[config.mk]
export PLATFORM = sky130hd
export DESIGN_NAME = i2c_target_responder
export DESIGN_NICKNAME = d
export VERILOG_FILES = /design/src/rtl/i2c_target_pkg.sv /design/src/rtl/i2c_pin_filter.sv /design/src/rtl/i2c_target_responder.sv
export SDC_FILE = /design/constraint.sdc
export NUM_CORES = 1
export LEC_CHECK = 0
export ABC_AREA = 0
export BUFFER_PORTS_ARGS = -buffer_cell sky130_fd_sc_hd__buf_4
export CAP_MARGIN = 15
export CORE_MARGIN = 10
export CORE_UTILIZATION = 36
export CTS_CLUSTER_SIZE = 14
export DETAILED_ROUTE_END_ITERATION = 10
export GPL_TIMING_DRIVEN = 0
export PLACE_DENSITY_LB_ADDON = 0.3
export SETUP_SLACK_MARGIN = 0.3
export SYNTH_ARGS = -nofsm -noshare
export SYNTH_HDL_FRONTEND = slang
export SYNTH_SLANG_ARGS = --single-unit
[constraint.sdc]
create_clock -name clk -period 2.4 [get_ports clk]
set_clock_uncertainty 0.05 [all_clocks]
set_input_delay 0.24 -clock clk [delete_from_list [all_inputs] [get_ports clk]]
set_output_delay 0.24 -clock clk [all_outputs]
set_load 0.02 [all_outputs]
[src/rtl/i2c_target_pkg.sv]
// Shared types and bus constants for the I2C target responder.
package i2c_target_pkg;

  typedef enum logic [3:0] {
    StIdle,
    StAddr,
    StAddrAck,
    StPtr,
    StPtrAck,
    StWdata,
    StWdataAck,
    StRdata,
    StRack,
    StIgnore
  } state_e;

  localparam logic Ack  = 1'b0;
  localparam logic Nack = 1'b1;

  // Position and meaning of the R/W bit in the address byte.
  localparam int unsigned RwBit  = 0;
  localparam logic        RwRead = 1'b1;

endpackage

[src/rtl/i2c_pin_filter.sv]
// Two-flop synchronizer followed by a glitch filter: the output level follows
// the synchronized pin only after FILT consecutive samples disagree with it.
module i2c_pin_filter #(
  parameter int unsigned FILT = 3
) (
  input  logic clk,
  input  logic rst,
  input  logic pin_i,
  output logic level_o
);

  localparam int unsigned CntW = (FILT > 1) ? $clog2(FILT) : 1;

  logic [1:0]      sync_q;
  logic            level_q;
  logic [CntW-1:0] cnt_q;

  always_ff @(posedge clk) begin
    if (rst) begin
      sync_q  <= 2'b11;
      level_q <= 1'b1;
      cnt_q   <= '0;
    end else begin
      sync_q <= {sync_q[0], pin_i};
      // Any sample matching the current level restarts the run count.
      if (sync_q[1] == level_q) begin
        cnt_q <= '0;
      end else if (cnt_q == CntW'(FILT - 1)) begin
        level_q <= sync_q[1];
        cnt_q   <= '0;
      end else begin
        cnt_q <= cnt_q + 1'b1;
      end
    end
  end

  assign level_o = level_q;

endmodule

[src/rtl/i2c_target_responder.sv]
// I2C target with a small byte register file for loopback checks of generated
// I2C patterns; answers by pulling SDA low through the IOBUF tristate control.
module i2c_target_responder
  import i2c_target_pkg::*;
#(
  parameter logic [6:0]   TARGET_ADDR = 7'h3C,
  parameter int unsigned  NREGS       = 8,
  parameter int unsigned  FILT        = 3,
  localparam int unsigned IdxW        = $clog2(NREGS)
) (
  input  logic               clk,
  input  logic               rst,
  input  logic               scl_i,
  input  logic               sda_i,
  output logic               sda_t,
  output logic [8*NREGS-1:0] regs_o,
  input  logic               host_we,
  input  logic [IdxW-1:0]    host_idx,
  input  logic [7:0]         host_data,
  output logic               wr_strobe,
  output logic [IdxW-1:0]    wr_idx,
  output logic               start_det,
  output logic               stop_det,
  output logic               busy
);

  logic scl_f, sda_f;
  logic scl_p_q, sda_p_q;
  logic scl_rise, scl_fall, start_ev, stop_ev;

  i2c_pin_filter #(.FILT(FILT)) u_scl_filter (
    .clk     (clk),
    .rst     (rst),
    .pin_i   (scl_i),
    .level_o (scl_f)
  );

  i2c_pin_filter #(.FILT(FILT)) u_sda_filter (
    .clk     (clk),
    .rst     (rst),
    .pin_i   (sda_i),
    .level_o (sda_f)
  );

  assign scl_rise = scl_f & ~scl_p_q;
  assign scl_fall = ~scl_f & scl_p_q;
  assign start_ev = scl_f & scl_p_q & sda_p_q & ~sda_f;
  assign stop_ev  = scl_f & scl_p_q & ~sda_p_q & sda_f;

  state_e                 state_q, state_d;
  logic [3:0]             bit_cnt_q, bit_cnt_d;
  logic [6:0]             shift_q, shift_d;
  logic [IdxW-1:0]        ptr_q, ptr_d;
  logic                   sda_t_q, sda_t_d;
  logic                   ack_on_q, ack_on_d;
  logic                   load_q, load_d;
  logic                   rw_q, rw_d;
  logic                   busy_q, busy_d;
  logic                   wr_strobe_q, wr_strobe_d;
  logic [IdxW-1:0]        wr_idx_q, wr_idx_d;
  logic [7:0]             wr_data_q, wr_data_d;
  logic                   start_det_q, start_det_d;
  logic                   stop_det_q, stop_det_d;
  logic [NREGS-1:0][7:0]  regs_q;

  logic [7:0] rx_byte;
  logic [7:0] rd_byte;
  logic       last_bit;

  assign rx_byte  = {shift_q, sda_f};
  assign rd_byte  = regs_q[ptr_q];
  assign last_bit = (bit_cnt_q == 4'd7);

  always_comb begin
    state_d     = state_q;
    bit_cnt_d   = bit_cnt_q;
    shift_d     = shift_q;
    ptr_d       = ptr_q;
    sda_t_d     = sda_t_q;
    ack_on_d    = ack_on_q;
    load_d      = load_q;
    rw_d        = rw_q;
    busy_d      = busy_q;
    wr_strobe_d = 1'b0;
    wr_idx_d    = wr_idx_q;
    wr_data_d   = wr_data_q;
    start_det_d = 1'b0;
    stop_det_d  = 1'b0;

    if (start_ev) begin
      state_d     = StAddr;
      bit_cnt_d   = '0;
      sda_t_d     = 1'b1;
      ack_on_d    = 1'b0;
      load_d      = 1'b0;
      busy_d      = 1'b1;
      start_det_d = 1'b1;
    end else if (stop_ev) begin
      state_d    = StIdle;
      bit_cnt_d  = '0;
      sda_t_d    = 1'b1;
      ack_on_d   = 1'b0;
      load_d     = 1'b0;
      busy_d     = 1'b0;
      stop_det_d = 1'b1;
    end else begin
      case (state_q)
        StAddr: begin
          if (scl_rise) begin
            shift_d   = rx_byte[6:0];
            bit_cnt_d = bit_cnt_q + 4'd1;
            if (last_bit) begin
              bit_cnt_d = '0;
              if (rx_byte[7:1] == TARGET_ADDR) begin
                rw_d    = rx_byte[RwBit];
                state_d = StAddrAck;
              end else begin
                state_d = StIgnore;
              end
            end
          end
        end
        StPtr: begin
          if (scl_rise) begin
            shift_d   = rx_byte[6:0];
            bit_cnt_d = bit_cnt_q + 4'd1;
            if (last_bit) begin
              bit_cnt_d = '0;
              ptr_d     = rx_byte[IdxW-1:0];
              state_d   = StPtrAck;
            end
          end
        end
        StWdata: begin
          if (scl_rise) begin
            shift_d   = rx_byte[6:0];
            bit_cnt_d = bit_cnt_q + 4'd1;
            if (last_bit) begin
              bit_cnt_d   = '0;
              wr_strobe_d = 1'b1;
              wr_idx_d    = ptr_q;
              wr_data_d   = rx_byte;
              ptr_d       = ptr_q + 1'b1;
              state_d     = StWdataAck;
            end
          end
        end
        StAddrAck, StPtrAck, StWdataAck: begin
          // First fall drives the ACK, second fall ends the ACK slot.
          if (scl_fall) begin
            if (!ack_on_q) begin
              sda_t_d  = Ack;
              ack_on_d = 1'b1;
            end else begin
              ack_on_d  = 1'b0;
              sda_t_d   = Nack;
              bit_cnt_d = '0;
              if (state_q != StAddrAck) begin
                state_d = StWdata;
              end else if (rw_q == RwRead) begin
                state_d = StRdata;
                shift_d = rd_byte[6:0];
                sda_t_d = rd_byte[7];
              end else begin
                state_d = StPtr;
              end
            end
          end
        end
        StRdata: begin
          if (scl_rise) begin
            bit_cnt_d = bit_cnt_q + 4'd1;
          end
          if (scl_fall) begin
            if (load_q) begin
              load_d    = 1'b0;
              bit_cnt_d = '0;
              shift_d   = rd_byte[6:0];
              sda_t_d   = rd_byte[7];
            end else if (bit_cnt_q == 4'd8) begin
              bit_cnt_d = '0;
              sda_t_d   = 1'b1;
              state_d   = StRack;
            end else begin
              sda_t_d = shift_q[6];
              shift_d = {shift_q[5:0], 1'b1};
            end
          end
        end
        StRack: begin
          if (scl_rise) begin
            ptr_d = ptr_q + 1'b1;
            if (sda_f == Ack) begin
              state_d = StRdata;
              load_d  = 1'b1;
            end else begin
              state_d = StIgnore;
            end
          end
        end
        StIgnore: begin
          sda_t_d = 1'b1;
        end
        default: begin
          state_d = StIdle;
        end
      endcase
    end
  end

  always_ff @(posedge clk) begin
    if (rst) begin
      state_q     <= StIdle;
      bit_cnt_q   <= '0;
      shift_q     <= '0;
      ptr_q       <= '0;
      sda_t_q     <= 1'b1;
      ack_on_q    <= 1'b0;
      load_q      <= 1'b0;
      rw_q        <= 1'b0;
      busy_q      <= 1'b0;
      wr_strobe_q <= 1'b0;
      wr_idx_q    <= '0;
      wr_data_q   <= '0;
      start_det_q <= 1'b0;
      stop_det_q  <= 1'b0;
      scl_p_q     <= 1'b1;
      sda_p_q     <= 1'b1;
    end else begin
      state_q     <= state_d;
      bit_cnt_q   <= bit_cnt_d;
      shift_q     <= shift_d;
      ptr_q       <= ptr_d;
      sda_t_q     <= sda_t_d;
      ack_on_q    <= ack_on_d;
      load_q      <= load_d;
      rw_q        <= rw_d;
      busy_q      <= busy_d;
      wr_strobe_q <= wr_strobe_d;
      wr_idx_q    <= wr_idx_d;
      wr_data_q   <= wr_data_d;
      start_det_q <= start_det_d;
      stop_det_q  <= stop_det_d;
      scl_p_q     <= scl_f;
      sda_p_q     <= sda_f;
    end
  end

  // The I2C commit is written last so it wins a same-index host write.
  always_ff @(posedge clk) begin
    if (rst) begin
      regs_q <= '0;
    end else begin
      if (host_we) begin
        regs_q[host_idx] <= host_data;
      end
      if (wr_strobe_q) begin
        regs_q[wr_idx_q] <= wr_data_q;
      end
    end
  end

  assign sda_t     = sda_t_q;
  assign regs_o    = regs_q;
  assign wr_strobe = wr_strobe_q;
  assign wr_idx    = wr_idx_q;
  assign start_det = start_det_q;
  assign stop_det  = stop_det_q;
  assign busy      = busy_q;

endmodule

==> impl_metrics.env <==
export IMPL_syn_inst=666
export IMPL_synth_fp_nets=687
export IMPL_dp_hpwl_mm=14.26
export IMPL_max_slew_margin_rel_pct=37.03
export IMPL_finalHoldViolations=0
export IMPL_synth_common_cells="113 x dfxtp_1, 109 x mux2i_1, 99 x nor2_1, 69 x a211oi_1, 43 x clkbuf_1"
export IMPL_drc_errors=0
export IMPL_rsz0062_at_grt="true"
export IMPL_synthToLayoutAreaGrowth_pct=26.05
export IMPL_synth_top_cell_by_area="dfxtp_1"
export IMPL_drt_iter0_markers=435
export IMPL_initial_core_util_pct=36.95
export IMPL_instances_no_fill=993
export IMPL_grt_pass1_vias=5204
export IMPL_synth_flop_cell="dfxtp_1"
export IMPL_fillCellCount=1593
export IMPL_yosysMostFrequentCell="dfxtp_1"
export IMPL_die_y_um=148.2
export IMPL_finish_utilization_pct=46.57
export IMPL_setup_tns_ns=0
export IMPL_ys_ff_latch=113
export IMPL_dr_total_vias=5603
export IMPL_synth_area_per_cell_um2=8.877
export IMPL_cts_made_buffers=17
export IMPL_worst_path_max_fanout=3
export IMPL_worstSetupEndpointType="flop"
export IMPL_ys_top_cells_by_area="dfxtp_1 38%, mux2i_1 18%, a211oi_1 8.8%, nor2_1 6.3%, clkbuf_1 2.7%"
export IMPL_synth_top_area_share_pct=38.26
export IMPL_port_buffer_count=76
export IMPL_required_ns=2.64
export IMPL_antenna_found_initial=0
export IMPL_slew_violations=0
export IMPL_cts_tree="done"
export IMPL_clockRootBuffer="clkbuf_16"
export IMPL_coreArea_um2=16000
export IMPL_final_period_utilization_pct=83.58
export IMPL_final_layout_size_suffix_gt1_share_pct=19.69
export IMPL_ant_nets=0
export IMPL_synth_edf_count=0
export IMPL_drv_cap=0
export IMPL_diodes=0
export IMPL_clock_path_buffers=2
export IMPL_grt_usage_pct=17.66
export IMPL_ys_seq_area_share_pct=38.26
export IMPL_async_flop_share_pct=0
export IMPL_dp_cells=958
export IMPL_nets=785
export IMPL_gp_congestion=0.8928
export IMPL_synth_area_um2=5912
export IMPL_yosysWarnings=0
export IMPL_first_pass_iters=5
export IMPL_gr_total_overflow=0
export IMPL_cts_max_level=4
export IMPL_wirelength_mm=20.01
export IMPL_min_period_ns=2.006
export IMPL_wl_per_cell_um=20.15
export IMPL_tightest_slew_ns=0.9394
export IMPL_cp_arrival_ns=2.25
export IMPL_die_area_um2=21950
export IMPL_power_density_nw_per_um2=730.5
export IMPL_die_w_um=148.2
export IMPL_worstSetupPathType="reg -> reg"
export IMPL_min_path_type="in -> reg"
export IMPL_cp_start_kind="flop"
export IMPL_seq_area_um2=2265
export IMPL_io_pins=88
export IMPL_grt_max_degree=17
export IMPL_clk_latency_ns=0.42
export IMPL_fmax_mhz=498.5
export IMPL_setup_violations=0
export IMPL_path_clk_slew_ns=0.06
export IMPL_irDropWorstVdd_mv=0.6223
export IMPL_synth_cell_types=63
export IMPL_fp_row_count=46
export IMPL_multi_input_area_um2=3411
export IMPL_viasPerCell=5.642
export IMPL_cts_sinks=113
export IMPL_grt_pass1_wl_mm=30.62
export IMPL_status="complete, no violations"
export IMPL_p_leak_uw=0.003116
area by class of cell:
| cell class | count | area share (%) |
|---|---|---|
| inverters | 11 | 0.5541 |
| repair buffers | 79 | 8.026 |
| well taps | 216 | 3.627 |
| clock inverters | 9 | 1.410 |
| multi-input cells | 480 | 45.77 |
| plain buffers | 62 | 3.677 |
| clock buffers | 23 | 6.548 |
| flip-flops and latches | 113 | 30.39 |
cells by family after synthesis:
family,synth area share [%]
and+or+nand+nor,17.10
AOI/OAI and AO/OA,18.01
DFF,38.26
muxes,19.53
buffers and inverters,5.143
xor gates and xnor gates,0.8889
adders and majority gates,1.058
power by group:
group / internal, uW / switching (uW)
Sequential: 1930 / 50.7
Combinational: 353 / 560
Clock: 1630 / 918
flip-flops by register name, summed over array words and instances, names as in the netlist, 2 cells and up:
signal,flops
bit_cnt_q,4
u_sda_filter.cnt_q,2
wr_data_q,8
state_q,4
wr_idx,3
shift_q,7
u_sda_filter.sync_q,2
ptr_q,3
u_scl_filter.cnt_q,2
regs_o,64
u_scl_filter.sync_q,2
placed cells by master (no fill, tap or decap), types with 11 or more instances in the layout:
master	count
dfxtp_1	111
mux2i_1	109
nor2_1	98
buf_4	78
a211oi_1	69
clkbuf_1	43
nand2_1	28
nand3_1	19
a21oi_1	19
clkbuf_16	17
buf_2	13
a22oi_1	12
inv_1	11
through the flow:
| stage | cell area [um^2] | hold WS, ns | setup WS (ns) | total power (uW) |
|---|---|---|---|---|
| final | 7452 | 0.2794 | 0.3942 | 5444 |
| after global routing | 7452 | 0.3061 | 0.2899 | 5624 |
| after CTS | 7392 | 0.2659 | 0.3082 | 5394 |
| after detailed placement | 6753 | 0.3487 | 0.2000 | 2864 |
| after global placement | 6753 | 0.3446 | 0.2138 | 2869 |
| after floorplan | 5912 | 0.2938 | 0.4670 | 2635 |
path summary, 6_finish.rpt:
kind,from,slack (ns),cells past startpoint,to
max,ptr_q[0],0.39,6,sda_t
min,host_data[7],0.28,3,regs_o[63]
max reg2reg,ptr_q[0],0.39,6,sda_t
min reg2reg,u_sda_filter.sync_q[0],0.36,1,u_sda_filter.sync_q[1]
layer usage:
layer	global-route usage, %	vias to the layer above	wire [um]
met1	23.06	2693	9068
li1	-	2632	-
met4	5.798	0	389
met2	26.86	248	9007
met3	5.704	30	1541
met5	0	-	0
timing repair:
action	4_1_cts	5_1_grt
setup endpoints to repair	6	20
hold endpoints to repair	2	0
gates resized for setup	3	22
setup buffers	1	0
hold buffers	2	0
pin swaps	1	1
critical path, stage by stage (launching register included):
cell,delay [ns]
dfxtp_2,0.34
buf_6,0.12
mux4_2,0.50
mux2_4,0.32
a2111oi_4,0.33
or3_1,0.16
nand4_1,0.07
Power figures use the tool's default switching activity.
